===== config.mk =====
export PLATFORM = sky130hd
export DESIGN_NAME = ip_id_repeat_counter
export DESIGN_NICKNAME = d
export VERILOG_FILES = /design/src/rtl/ip_id_repeat_counter.sv
export SDC_FILE = /design/constraint.sdc
export NUM_CORES = 1
export LEC_CHECK = 0
export ABC_AREA = 0
export BUFFER_PORTS_ARGS = -buffer_cell sky130_fd_sc_hd__buf_4
export CAP_MARGIN = 5
export CORE_ASPECT_RATIO = 1.2
export CORE_MARGIN = 2
export CORE_UTILIZATION = 30
export DETAILED_ROUTE_END_ITERATION = 8
export PLACE_DENSITY_LB_ADDON = 0.12
export SYNTH_ARGS = -nofsm -noshare
export SYNTH_HDL_FRONTEND = slang
export SYNTH_SLANG_ARGS = --single-unit

===== constraint.sdc =====
create_clock -name sys_clk -period 5.6 [get_ports sys_clk]
set_clock_uncertainty 0.05 [all_clocks]
set_input_delay 1.12 -clock sys_clk [delete_from_list [all_inputs] [get_ports sys_clk]]
set_output_delay 1.12 -clock sys_clk [all_outputs]
set_load 0.02 [all_outputs]

===== src/rtl/ip_id_repeat_counter.sv =====
// Repeat-rate monitor for an extracted header field (e.g. IPv4 ID): counts samples that
// match any of the last HIST_DEPTH samples, and publishes the count once per 2^WINDOW_LOG2 samples.
module ip_id_repeat_counter #(
  parameter int N_BITS      = 16,
  parameter int HIST_DEPTH  = 4,
  parameter int WINDOW_LOG2 = 10
) (
  input  logic                   sys_clk,
  input  logic                   reset,
  input  logic                   clear,
  input  logic                   valid,
  input  logic [N_BITS-1:0]      field,
  output logic [WINDOW_LOG2:0]   rep_rate,
  output logic                   ready
);

  localparam logic [WINDOW_LOG2-1:0] LP_CNT_LAST = '1;

  logic [N_BITS-1:0]      r_hist [HIST_DEPTH];
  logic [HIST_DEPTH-1:0]  r_occ;
  logic [WINDOW_LOG2-1:0] r_sample_cnt;
  logic [WINDOW_LOG2:0]   r_rep_acc;
  logic [WINDOW_LOG2:0]   r_rep_rate;
  logic                   r_ready;

  logic [N_BITS-1:0]      w_hist_in [HIST_DEPTH];
  logic [HIST_DEPTH-1:0]  w_occ_in;
  logic [HIST_DEPTH-1:0]  w_match;
  logic                   w_hit;
  logic                   w_accept;
  logic                   w_win_end;
  logic [WINDOW_LOG2:0]   w_acc_sum;

  assign w_accept  = valid && !clear;
  assign w_hit     = |w_match;
  assign w_win_end = w_accept && (r_sample_cnt == LP_CNT_LAST);
  assign w_acc_sum = r_rep_acc + {{WINDOW_LOG2{1'b0}}, w_hit};

  // Matching uses pre-shift contents, so a sample can never match itself;
  // an unoccupied entry (FILLING state) never contributes a hit.
  for (genvar gi = 0; gi < HIST_DEPTH; gi++) begin : g_hist
    if (gi == 0) begin : g_head
      assign w_hist_in[gi] = field;
      assign w_occ_in[gi]  = 1'b1;
    end else begin : g_tail
      assign w_hist_in[gi] = r_hist[gi-1];
      assign w_occ_in[gi]  = r_occ[gi-1];
    end

    assign w_match[gi] = r_occ[gi] && (r_hist[gi] == field);

    always_ff @(posedge sys_clk or posedge reset) begin
      if (reset) begin
        r_hist[gi] <= '0;
        r_occ[gi]  <= 1'b0;
      end else if (clear) begin
        r_occ[gi]  <= 1'b0;
      end else if (valid) begin
        r_hist[gi] <= w_hist_in[gi];
        r_occ[gi]  <= w_occ_in[gi];
      end
    end
  end

  // History survives a window boundary; only clear/reset empties it.
  always_ff @(posedge sys_clk or posedge reset) begin
    if (reset) begin
      r_sample_cnt <= '0;
      r_rep_acc    <= '0;
      r_rep_rate   <= '0;
      r_ready      <= 1'b0;
    end else if (clear) begin
      r_sample_cnt <= '0;
      r_rep_acc    <= '0;
      r_ready      <= 1'b0;
    end else if (w_accept) begin
      r_sample_cnt <= r_sample_cnt + 1'b1;
      if (w_win_end) begin
        r_rep_rate <= w_acc_sum;
        r_rep_acc  <= '0;
        r_ready    <= 1'b1;
      end else begin
        r_rep_acc  <= w_acc_sum;
        r_ready    <= 1'b0;
      end
    end else begin
      r_ready <= 1'b0;
    end
  end

  assign rep_rate = r_rep_rate;
  assign ready    = r_ready;

endmodule


== After elaboration in Yosys (flattened, before gate mapping) ==
Index checks and enable logic that the tools add are counted.

* Word-level logic and storage cells: 48
* Flip-flop bits (word level): 101
* Bits of input ports: 20

* Reductions and logical operators: 12
* Equal/unequal tests: 5
* Bitwise gates (word level): 1
* $add $sub $neg: 2
* Multiplexer cells: 16

{| class="wikitable"
|+ Operators by type and width
! cell !! number
|-
| 16-bit == test || 4
|-
| 11-bit 2-to-1 mux || 3
|-
| 10-bit 2-to-1 mux || 2
|-
| 11-bit by 1-bit adder with 11-bit output || 1
|-
| 1-bit 2-to-1 mux || 11
|-
| 10-bit by 1-bit adder with 10-bit output, second input constant || 1
|-
| 10-bit == test, second input constant || 1
|-
| 1-bit logical AND || 6
|-
| 2-bit nonzero test || 2
|-
| 4-bit OR reduction || 1
|-
| 3-bit AND reduction || 1
|-
| 2-bit AND reduction || 1
|-
| 1-bit zero test || 1
|-
| 1-bit NOT || 1
|}

== Longest topological paths before layout ==
Gate-level depths: netlist (run 1).

* Depth in word-level cells: 7
* Depth in mapped cells: 13
* Gate-level depth less buffers: 12

== Worst setup path before layout (run 1) ==
No wires, ideal clock.

* Kind: input to register
* Start: input port field[15]
* End: register r_rep_acc[10]
* Stages on the path: 13
* Setup slack: 2.166 ns
* Arrival time: 3.255 ns
* Path buffers: 1
* Cells stage by stage: buf_2 > xor2_1 > nor4_1 > nand4_1 > nor4_1 > or4_1 > ha_1 > ha_1 > and4_1 > nand4_1 > nor2b_1 > o21ai_0 > o31ai_1

* Cells in the longest elaborated chain, start to end: 7
* Elaborated cells on any way between the ends: 13
* Those cells by class: add/sub (1); eq/ne (4); mux (3); reduce/logical (5)

{| class="wikitable"
|+ Ends and longest elaborated chain
! item !! RTL line !! source
|-
| start: declaration || 12 || <nowiki>input logic [N_BITS-1:0] field,</nowiki>
|-
| 16-bit == test || 50 || <nowiki>assign w_match[gi] = r_occ[gi] && (r_hist[gi] == field);</nowiki>
|-
| 1-bit logical AND || 50 ||
|-
| 4-bit OR reduction * || 35 || <nowiki>assign w_hit = |w_match;</nowiki>
|-
| 11-bit by 1-bit adder with 11-bit output * || 37 || <nowiki>assign w_acc_sum = r_rep_acc + {{WINDOW_LOG2{1'b0}}, w_hit};</nowiki>
|-
| 11-bit 2-to-1 mux * || 78 || <nowiki>if (w_win_end) begin</nowiki>
|-
| 11-bit 2-to-1 mux * || 76 || <nowiki>end else if (w_accept) begin</nowiki>
|-
| 11-bit 2-to-1 mux * || 72 || <nowiki>end else if (clear) begin</nowiki>
|-
| end signal: assignment || 83 || <nowiki>r_rep_acc <= w_acc_sum;</nowiki>
|-
| end: declaration || 22 || <nowiki>logic [WINDOW_LOG2:0] r_rep_acc;</nowiki>
|}

Mark *: on every way between the ends. The rest lies on a longest branch, timed or not. The select of a mux whose other input is x is not followed.
A chain may end at the register's enable or synchronous reset.

== Worst setup path after layout (run 1) ==
* Start: input port field[9]
* End: register r_rep_acc[10]

Same word-level chain as after synthesis.

==> results of run 1 <==
==> power breakdown <==
part	switching, W	internal [W]	leakage, nW
clock network	0.000287	0.000357	0.140
registers	0.000109	0.000865	1.27
logic	0.000153	0.000211	0.897
==> Yosys cell counts, drive strengths merged (2+ instances only) <==
library cell	n	area share [%]
nand4	16	2.2
ha	3	0.77
a21o	2	0.31
clkbuf	8	0.74
o31ai	5	1.0
xor2	27	4.8
xnor2	52	9.3
and4	2	0.36
nor2b	4	0.51
mux2i	4	0.82
a21oi	5	0.51
nor3	2	0.20
nor4	8	1.0
dfrtp	101	52
and3	2	0.28
buf	23	2.8
mux2	64	15
a22o	2	0.36
o21ai	19	1.9
nand2	30	2.3
nand3	5	0.51
or3	4	0.51
nor2	17	1.3
==> worst paths after layout <==
kind                              from  slack [ns]             to
setup / recovery              field[9]        2.05  r_rep_acc[10]
hold / removal             rep_rate[0]        0.42    rep_rate[0]
setup reg to reg            r_hist[57]        2.51  r_rep_acc[10]
min in group asynchronous        reset        0.86   r_rep_acc[5]
hold reg to reg            rep_rate[0]        0.42    rep_rate[0]
max in group asynchronous        reset        3.57     r_hist[20]
==> metal layers <==
metal | wire (microns) | up-vias
met5 | 0 | -
met3 | 255 | 14
met2 | 4690 | 51
li1 | - | 1430
met1 | 4580 | 1512
met4 | 263 | 0
==> layout make-up <==
| type | instances | area (sq um) | area share, % |
|---|---|---|---|
| tap | 212 | 265 | 4.78 |
| clock buffer | 10 | 239 | 4.30 |
| multi-input combinational | 278 | 2200 | 39.7 |
| timing repair buffer | 33 | 248 | 4.46 |
| clock inverter | 6 | 62.6 | 1.13 |
| inverter | 1 | 6.26 | 0.113 |
| sequential | 101 | 2530 | 45.5 |
==> registers in the layout (all words and copies together), names as in the netlist <==
name          count
r_hist           64
r_occ             4
r_rep_acc        11
r_sample_cnt     10
ready             1
rep_rate         11
==> through the flow <==
stage	cell area [sq um]	std cells
final	5550	641
after global routing	5550	641
after CTS	5550	641
after detailed placement	5250	625
after global placement	5250	625
after floorplan	4900	411
==> worst reg2reg max path, delay by kind of cell, from the launching register on <==
family / cells / cell delay (ns)
and+or+nand+nor: 7 / 1.64
DFF: 1 / 0.41
AOI/OAI and AO/OA: 2 / 0.25
xor gates and xnor gates: 1 / 0.17
adders and majority gates: 2 / 0.45
==> cell families after synthesis <==
kind of cell    count (synthesis)
xor+xnor                       79
flops                         101
fa+ha+maj                       3
mux                            68
simple gates                   94
compound gates                 34
buf+inv                        32
==> results.md, run 1 <==
| Parameter | This run |
| --- | --- |
| XOR/XNOR Fraction of Synth Area | 14.1% |
| Maximum clock rate | 281 MHz |
| Number of global-route vias before repair | 2956 |
| Number of antenna violations at the first check in global routing | 0 |
| Post-Route Hold Slack | 0.416 ns |
| TNS Setup | 0 ns |
| Number of cells on the worst hold path | 2 |
| Final worst slack | 2.05 ns |
| Outcome | complete, no violations |
| Most common cell after layout, fill and taps aside | sky130_fd_sc_hd__dfrtp_1 |
| Unrepaired setup endpoints after global routing | false |
| Class of the tightest hold or removal check | register to register |
| End-of-flow core utilization | 34.5% |
| Global placement routability congestion | 0.738 |
| Compound-Gate Fraction of Synth Area | 4.29% |
| Endpoint class of the critical path | register |
| TritonCTS buffer count | 9 |
| Async set or reset register ratio after synthesis | 100% |
| Initial core utilization | 30.5% |
| Total congestion overflow | 0 |
| CP bufs+invs | 1 |
| DRC violation count after routing | 0 |
| Chip Height | 144 microns |
| Number of buffers added to fix hold violations after cts | 0 |
| Clock latency reported for the late side of the worst-skew pair | 0.35 ns |
| Critical Path AT | 3.73 ns |
| Die span in x | 121 microns |
| Slowest stage cell, crit path | sky130_fd_sc_hd__nor4_1 |
| Count of buffers added by post-CTS timing repair for setup | 0 |
| Worst IR Drop VDD | 0.132 mV |
| Clock tree from TritonCTS | done |
| Most utilized layer in the global route result | met2 |
| Pre-CTS worst setup slack | 1.66 ns |
| Core Area | 16100 sq um |
| Crit-path cells | buf_4 > xor2_1 > nor4_1 > nand4_1 > nor4_1 > or4_1 > ha_1 > ha_1 > and4_1 > nand4_1 > nor2b_1 > o21ai_0 > o31ai_1 |
| Avg WL per Cell | 15.3 microns |
| Clock tree buffer depth | 2 |
| Count of distinct cell types in the synthesized netlist | 35 |
| Number of primary I/O pins | 32 |
| Post-synthesis net count | 434 |
| Final period utilization | 63.5% |
| Transition time at the pin with the least slew margin | 0.836 ns |
| Max-slew headroom at the worst pin | 44.1% |
| Type of the worst setup path | input port to register |
| Startpoint Class | input port |
| Count of nets after finishing | 447 |
| Number of synthesized flops with an enable pin | 0 |
| Adder and majority gate portion of the synthesized area | 0.766% |
| Via-to-Cell Ratio | 4.69 |
| Die Outline Area | 17400 sq um |
| Antenna Violating Nets Remaining | 0 |
| CP delay by family, top | simple AND/OR/NAND/NOR gates |
| GR met2 Demand/Resource | 19.5% |
| Post-Syn Area | 4900 sq um |
| Final count of hold timing violations | 0 |
| Met1 usage in global routing | 16.3% |
| Post-synthesis area per instance | 11.9 sq um |
| Post-CTS clock slew at the launch and capture registers of the worst setup and hold paths | 0.07 ns |
| CP required | 5.77 ns |
| Crit-path max FO | 5 |
| Portion of netlist area occupied by mux cells | 15.5% |
| Final Max Tran Viols | 0 |
| PortBufs | 31 |
| DRC violation total after the first TritonRoute iteration | 203 |
| Commonest non-fill, non-tap cells in the layout | 101 x sky130_fd_sc_hd__dfrtp_1, 64 x sky130_fd_sc_hd__mux2_2, 52 x sky130_fd_sc_hd__xnor2_1, 33 x sky130_fd_sc_hd__buf_4, 30 x sky130_fd_sc_hd__nand2_1 |
| Layout fillers | 1644 |
| Pin count of the biggest net entering global routing | 60 |
| Total number of yosys warnings | 0 |
| Syn-to-layout area delta | 13.3% |
| Clock period minus worst slack | 3.55 ns |
| Routing usage on met3 | 2.29% |
| Post-cts repair resize count | 0 |
| Gate count after technology mapping | 411 |
| Diodes inserted | 0 |
| Global-route usage over all layers | 12.3% |
| # Max-Cap Violations | 0 |
| Fraction of layout instances using a drive strength above 1 | 28.0% |
| Crit path depth | 13 |
| CTS Root Cell | sky130_fd_sc_hd__clkbuf_16 |
| Number of placement rows | 51 |
| Global-route wire length before repair | 16.4 mm |
| Power per cell area | 357 nW/um^2 |
| Finish-stage setup viols | 0 |
| Largest family of logic cells by synthesized area | multiplexers |
| Yosys reg bits | 101 |
| Post-synthesis share of cell area spent on and, or, nand and nor gates | 10.1% |
| Biggest cell delay along the critical path | 0.42 ns |
| CTS H-tree depth | 3 |
| First-pass iteration count of the detailed router | 4 |
| Logic depth of the worst register-to-register path | 12 |
| Total power draw | 0.00198 W |
| Number of sinks handled by clock tree synthesis | 101 |
| DR vias | 3007 |
| DP HPWL | 6.75 mm |
| Leakage power total | 2.31 nW |
| Proportion of synthesized chip area in sequential cells | 51.6% |
| DRT Wirelength | 9.79 mm |
| Flip-flop cell with the highest count after synthesis | sky130_fd_sc_hd__dfrtp_1 |
Note: power is estimated with default switching activity, not from simulation.
==> run 2: changes to the inputs <==
==> constraint.sdc (replaced) <==
create_clock -name sys_clk -period 2.9 [get_ports sys_clk]
set_clock_uncertainty 0.05 [all_clocks]
set_input_delay 0.58 -clock sys_clk [delete_from_list [all_inputs] [get_ports sys_clk]]
set_output_delay 0.58 -clock sys_clk [all_outputs]
set_load 0.02 [all_outputs]
==> results.md, run 2 (synthesized netlist as in run 1, its figures left out) <==
| Parameter | This run | vs previous |
| --- | --- | --- |
| Multi-input combinational cell area | 2240 sq um | +1.8% |
| DRT Wirelength | 9.95 mm | +1.7% |
| DP HPWL | 6.97 mm | +3.3% |
| Slowest stage cell, crit path | sky130_fd_sc_hd__or4_4 |  |
| DR vias | 3045 | +1.3% |
| Startpoint Class | register |  |
| Layout fillers | 1645 | +0.061% |
| Global-route usage over all layers | 12.3% | about the same |
| Worst IR Drop VDD | 0.222 mV | +68% |
| TritonCTS buffer count | 9 | unchanged |
| Non-Filler Instances | 664 | +3.6% |
| Maximum clock rate | 366 MHz |  |
| Class of the tightest hold or removal check | input port to asynchronous set/reset pin |  |
| Transition time at the pin with the least slew margin | 0.806 ns | -0.0303 ns |
| Initial core utilization | 30.5% | unchanged |
| Avg WL per Cell | 15.0 microns | -1.8% |
| Number of primary I/O pins | 32 | unchanged |
| Biggest cell delay along the critical path | 0.52 ns | +0.10 ns |
| Commonest non-fill, non-tap cells in the layout | 101 x sky130_fd_sc_hd__dfrtp_1, 64 x sky130_fd_sc_hd__mux2_2, 56 x sky130_fd_sc_hd__buf_4, 52 x sky130_fd_sc_hd__xnor2_1, 30 x sky130_fd_sc_hd__nand2_1 |  |
| Global-route wire length before repair | 16.3 mm | about the same |
| Critical Path AT | 2.89 ns | -0.84 ns |
| Max-slew headroom at the worst pin | 46.1% | +1.9 points |
| Clock period minus worst slack | 2.73 ns |  |
| Clock latency reported for the late side of the worst-skew pair | 0.35 ns | about the same |
| Finish-stage setup viols | 0 | unchanged |
| # Max-Cap Violations | 0 | unchanged |
| Fraction of layout instances using a drive strength above 1 | 32.7% | +4.8 points |
| Chip Height | 144 microns | unchanged |
| Number of sinks handled by clock tree synthesis | 101 | unchanged |
| Count of nets after finishing | 472 | +5.6% |
| Antenna Violating Nets Remaining | 0 | unchanged |
| Diodes inserted | 0 | unchanged |
| Final count of hold timing violations | 0 | unchanged |
| Global placement routability congestion | 0.758 | +2.8% |
| Endpoint class of the critical path | register |  |
| Type of the worst setup path | register to register |  |
| TNS Setup | 0 ns | unchanged |
| Final Max Tran Viols | 0 | unchanged |
| CTS H-tree depth | 3 | unchanged |
| Logic depth of the worst register-to-register path | 13 | +1 |
| Post-CTS clock slew at the launch and capture registers of the worst setup and hold paths | 0.07 ns | about the same |
| First-pass iteration count of the detailed router | 4 | unchanged |
| Number of buffers added to fix hold violations after cts | 0 | unchanged |
| Outcome | complete, no violations |  |
| Crit-path cells | xor2_1 > nor4_2 > buf_4 > nand4_1 > nor4_2 > or4_4 > ha_2 > ha_1 > and4_1 > buf_4 > nand2_1 > xor2_1 > o21ai_0 |  |
| Total congestion overflow | 0 | unchanged |
| Clock tree from TritonCTS | done |  |
| Die Outline Area | 17400 sq um | unchanged |
| Number of global-route vias before repair | 3134 | +6.0% |
| Core Area | 16100 sq um | unchanged |
| Post-placement cell count | 649 | +3.8% |
| Leakage power total | 2.43 nW | +5.1% |
| Crit path depth | 13 | unchanged |
| Number of antenna violations at the first check in global routing | 0 | unchanged |
| Combined flip-flop and latch cell area | 2530 sq um | unchanged |
| CP bufs+invs | 2 | +1 |
| Most flop-heavy register | r_hist |  |
| CP delay by family, top | simple AND/OR/NAND/NOR gates |  |
| Most common cell after layout, fill and taps aside | sky130_fd_sc_hd__dfrtp_1 |  |
| Pin count of the biggest net entering global routing | 70 | +17% |
| Power per cell area | 660 nW/um^2 | +85% |
| Via-to-Cell Ratio | 4.59 | -2.2% |
| CTS Root Cell | sky130_fd_sc_hd__clkbuf_16 |  |
| Crit-path max FO | 3 | -2 |
| DRC violation total after the first TritonRoute iteration | 148 | -27% |
| CP required | 3.06 ns | -2.71 ns |
| DRC violation count after routing | 0 | unchanged |
| Flip-flop count of the largest register after layout | 64 | unchanged |
| PortBufs | 31 | unchanged |
| Die span in x | 121 microns | unchanged |
| Syn-to-layout area delta | 18.1% |  |
| Clock tree buffer depth | 2 | unchanged |
| Final period utilization | 94.2% |  |
| Number of placement rows | 51 | unchanged |
run 2: cell count changes in the layout (fill, tap and decap cells not counted), sizes merged:
cell / change
clkinv: -1
clkinvlp: -2
buf: +25
inv: -1
clkbuf: +2
run 2: path summary, 6_finish.rpt:
kind / startpoint / endpoint / slack (ns)
worst max-delay path: r_hist[51] / r_rep_acc[8] / 0.17
worst min-delay path: reset / r_sample_cnt[0] / 0.20
worst max register to register: r_hist[51] / r_rep_acc[8] / 0.17
worst min register to register: rep_rate[0] / rep_rate[0] / 0.42
max in group asynchronous: reset / r_hist[16] / 1.90
min in group sys_clk: rep_rate[0] / rep_rate[0] / 0.42
run 2: layout make-up:
| class | count | share of cell area, % |
|---|---|---|
| sequential | 101 | 43.7 |
| multi-input combinational | 278 | 38.8 |
| timing repair buffer | 58 | 7.96 |
| tap | 212 | 4.59 |
| clock buffer | 12 | 4.26 |
| clock inverter | 2 | 0.606 |
| inverter | 1 | 0.130 |
run 2: what timing repair did:
item,in CTS,in global routing
setup endpoints to repair,0,12
endpoints found under the hold margin,0,0
buffers inserted,0,1
gates resized for setup,0,9
run 2: worst reg2reg max path, cell delays in order, from the launching register on:
cell and delay (ns):
sky130_fd_sc_hd__dfrtp_1 0.40, sky130_fd_sc_hd__xor2_1 0.19, sky130_fd_sc_hd__nor4_2 0.08, sky130_fd_sc_hd__buf_4 0.13
sky130_fd_sc_hd__nand4_1 0.11, sky130_fd_sc_hd__nor4_2 0.05, sky130_fd_sc_hd__or4_4 0.52, sky130_fd_sc_hd__ha_2 0.19
sky130_fd_sc_hd__ha_1 0.18, sky130_fd_sc_hd__and4_1 0.21, sky130_fd_sc_hd__buf_4 0.14, sky130_fd_sc_hd__nand2_1 0.06
sky130_fd_sc_hd__xor2_1 0.16, sky130_fd_sc_hd__o21ai_0 0.10
run 2: through the flow:
stage / worst slack (ns) / power [W] / utilization (%) / instance area (sq um) / hold WS [ns]
global placement: -0.263 / 0.00264 / 33.9 / 5460 / 0.404
floorplan: 0.00640 / 0.00243 / - / 4900 / 0.417
global route: -0.0173 / 0.00404 / 36.0 / 5780 / 0.225
finish: 0.167 / 0.00382 / 36.0 / 5780 / 0.198
CTS: 0.0367 / 0.00388 / 35.7 / 5740 / 0.195
detailed placement: -0.271 / 0.00266 / 33.9 / 5460 / 0.416
run 2: routing by layer:
layer,GRT usage (%),part of all wire (%)
met1,15.9,46
met2,20.2,49
met3,2.48,3.1
met4,5.32,1.9
met5,0,0
run 2: where the power goes:
part / leakage, nW / switching [W] / internal, W
registers: 1.27 / 0.000213 / 0.00167
logic: 1.02 / 0.000307 / 0.000436
clock network: 0.139 / 0.000511 / 0.000683
==> run 3: changes to the inputs <==
--- a/config.mk
+++ b/config.mk
@@ -12,7 +12,7 @@
 export CORE_MARGIN = 2
 export CORE_UTILIZATION = 30
 export DETAILED_ROUTE_END_ITERATION = 8
-export PLACE_DENSITY_LB_ADDON = 0.12
+export SKIP_CTS_REPAIR_TIMING = 1
 export SYNTH_ARGS = -nofsm -noshare
 export SYNTH_HDL_FRONTEND = slang
 export SYNTH_SLANG_ARGS = --single-unit
==> results.md, run 3 (synthesized netlist as in run 1, its figures left out) <==
| Parameter | This run | vs previous |
| --- | --- | --- |
| Outcome | complete, no violations |  |
| Non-Filler Instances | 664 | unchanged |
| Startpoint Class | register |  |
| Post-place instance area | 5470 sq um | +0.28% |
| Register-to-register path setup slack | 0.13 ns | -0.04 ns |
| CP required | 3.06 ns | about the same |
| CTS H-tree depth | 3 | unchanged |
| Worst IR Drop VDD | 0.286 mV | +29% |
| Critical Path AT | 2.93 ns | +0.04 ns |
| Clock tree buffer depth | 2 | unchanged |
| Die span in x | 121 microns | unchanged |
| Post-placement cell count | 651 | +0.31% |
| DR vias | 3063 | +0.59% |
| Total congestion overflow | 0 | unchanged |
| Chip Height | 144 microns | unchanged |
| # Max-Cap Violations | 0 | unchanged |
| First-pass iteration count of the detailed router | 4 | unchanged |
| Most common cell after layout, fill and taps aside | sky130_fd_sc_hd__dfrtp_1 |  |
| TritonCTS buffer count | 9 | unchanged |
| Finish-stage setup viols | 0 | unchanged |
| Number of primary I/O pins | 32 | unchanged |
| Die Outline Area | 17400 sq um | unchanged |
| Global-route wire length before repair | 15.9 mm | -2.9% |
| Flip-flop count of the largest register after layout | 64 | unchanged |
| Endpoint class of the critical path | register |  |
| Switching fraction of total power | 26.1% | -0.83 points |
| Number of global-route vias before repair | 3266 | +4.2% |
| Clk pwr share | 32.4% | +1.1 points |
| Final instance area | 5810 sq um | +0.37% |
| DRT Wirelength | 9.52 mm | -4.4% |
| Class of the tightest hold or removal check | input port to asynchronous set/reset pin |  |
| Clock latency reported for the late side of the worst-skew pair | 0.35 ns | about the same |
| Combinational share of power | 18.9% | -0.5 points |
| Number of antenna violations at the first check in global routing | 0 | unchanged |
| Antenna Violating Nets Remaining | 0 | unchanged |
| Final Max Tran Viols | 0 | unchanged |
| PortBufs | 31 | unchanged |
| Sequential power share | 48.7% | -0.6 points |
| Avg WL per Cell | 14.3 microns | -4.4% |
| Switching power | 0.00102 W | -1.5% |
| Final count of hold timing violations | 0 | unchanged |
| Internal power | 0.00287 W | +2.8% |
| Crit-path max FO | 2 | -1 |
| DP HPWL | 6.83 mm | -2.1% |
| Type of the worst setup path | register to register |  |
| Global-route usage over all layers | 11.8% | -0.59 points |
| Final period utilization | 95.5% | +1.2 points |
| Leakage power total | 2.45 nW | +0.69% |
| Fraction of layout instances using a drive strength above 1 | 32.7% | unchanged |
| Final worst slack | 0.131 ns | -0.0362 ns |
| Syn-to-layout area delta | 18.5% |  |
| Count of nets after finishing | 473 | +0.21% |
| Clock tree from TritonCTS | done |  |
| Number of sinks handled by clock tree synthesis | 101 | unchanged |
| Pin count of the biggest net entering global routing | 67 | -4.3% |
| Most flop-heavy register | r_hist |  |
| Clock period minus worst slack | 2.77 ns | +0.0362 ns |
| Power per cell area | 669 nW/um^2 | +1.3% |
| Number of placement rows | 51 | unchanged |
| DRC violation total after the first TritonRoute iteration | 153 | +3.4% |
| Maximum clock rate | 361 MHz | -1.3% |
| Transition time at the pin with the least slew margin | 0.694 ns | -0.112 ns |
| Max-slew headroom at the worst pin | 53.6% | +7.6 points |
| Commonest non-fill, non-tap cells in the layout | 101 x sky130_fd_sc_hd__dfrtp_1, 64 x sky130_fd_sc_hd__mux2_2, 57 x sky130_fd_sc_hd__buf_4, 52 x sky130_fd_sc_hd__xnor2_1, 30 x sky130_fd_sc_hd__nand2_1 |  |
| Pre-CTS worst setup slack | -0.228 ns | +0.0433 ns |
| CTS Root Cell | sky130_fd_sc_hd__clkbuf_16 |  |
| Diodes inserted | 0 | unchanged |
| Global placement routability congestion | 0.871 | +15% |
| Post-CTS clock slew at the launch and capture registers of the worst setup and hold paths | 0.07 ns | about the same |
| Unrepaired setup endpoints after global routing | false |  |
| Initial core utilization | 30.5% | unchanged |
| DRC violation count after routing | 0 | unchanged |
| Via-to-Cell Ratio | 4.61 | +0.59% |
| Core Area | 16100 sq um | unchanged |
## run 3: path summary, 6_finish.rpt
| kind | start | cells past startpoint | end |
|---|---|---|---|
| max in group asynchronous | reset | 3 | r_hist[33] |
| worst min-delay path | reset | 2 | r_hist[4] |
| worst max-delay path | r_hist[7] | 12 | r_rep_acc[10] |
| min in group sys_clk | rep_rate[1] | 2 | rep_rate[1] |
| worst min register to register | rep_rate[1] | 2 | rep_rate[1] |
| worst max register to register | r_hist[7] | 12 | r_rep_acc[10] |
## run 3: power by group through the flow
stage                     combinational [W]  clock (W)  sequential (W)
after floorplan                    0.000571          0         0.00186
after global placement             0.000716          0         0.00189
after detailed placement           0.000729          0         0.00191
after CTS                          0.000735    0.00130         0.00189
after global routing               0.000804    0.00134         0.00193
final                              0.000734    0.00126         0.00189
## run 3: metal layers
layer / global-route usage (%) / part of all wire (%) / wire (microns)
met5: 0 / 0 / 0
met4: 7.22 / 3.1 / 293
met3: 2.01 / 2.3 / 219
met2: 20.4 / 51 / 4830
met1: 13.5 / 44 / 4180
## run 3: area by class of cell
cell class	instances	area [sq um]
clock buffers	11	243
clock inverters	2	60.1
fillers	1562	10300
inverters	1	7.51
multi-input cells	278	2230
flip-flops and latches	101	2530
well taps	212	265
repair buffers	59	468
## run 3: through the flow
| stage | TNS [ns] | total power [W] | util (%) | hold slack, ns |
|---|---|---|---|---|
| 2_1_floorplan | 0 | 0.00243 | - | 0.417 |
| 3_3_place_gp | -0.963 | 0.00261 | 34.0 | 0.405 |
| 3_5_place_dp | -1.67 | 0.00264 | 34.0 | 0.412 |
| 4_1_cts | 0 | 0.00392 | 35.9 | 0.301 |
| 5_1_grt | 0 | 0.00407 | 36.1 | 0.341 |
| 6_report | 0 | 0.00388 | 36.1 | 0.288 |
## run 3: worst max-delay path, stage by stage (launching register included)
cell                      delay (ns)
sky130_fd_sc_hd__dfrtp_1        0.40
sky130_fd_sc_hd__xor2_1         0.18
sky130_fd_sc_hd__nor4_2         0.33
sky130_fd_sc_hd__nand4_1        0.14
sky130_fd_sc_hd__nor4_1         0.32
sky130_fd_sc_hd__or4_4          0.19
sky130_fd_sc_hd__ha_1           0.15
sky130_fd_sc_hd__ha_1           0.16
sky130_fd_sc_hd__and4_1         0.22
sky130_fd_sc_hd__nand4_1        0.12
sky130_fd_sc_hd__nor2b_1        0.15
sky130_fd_sc_hd__o21ai_1        0.14
sky130_fd_sc_hd__o31ai_1        0.08
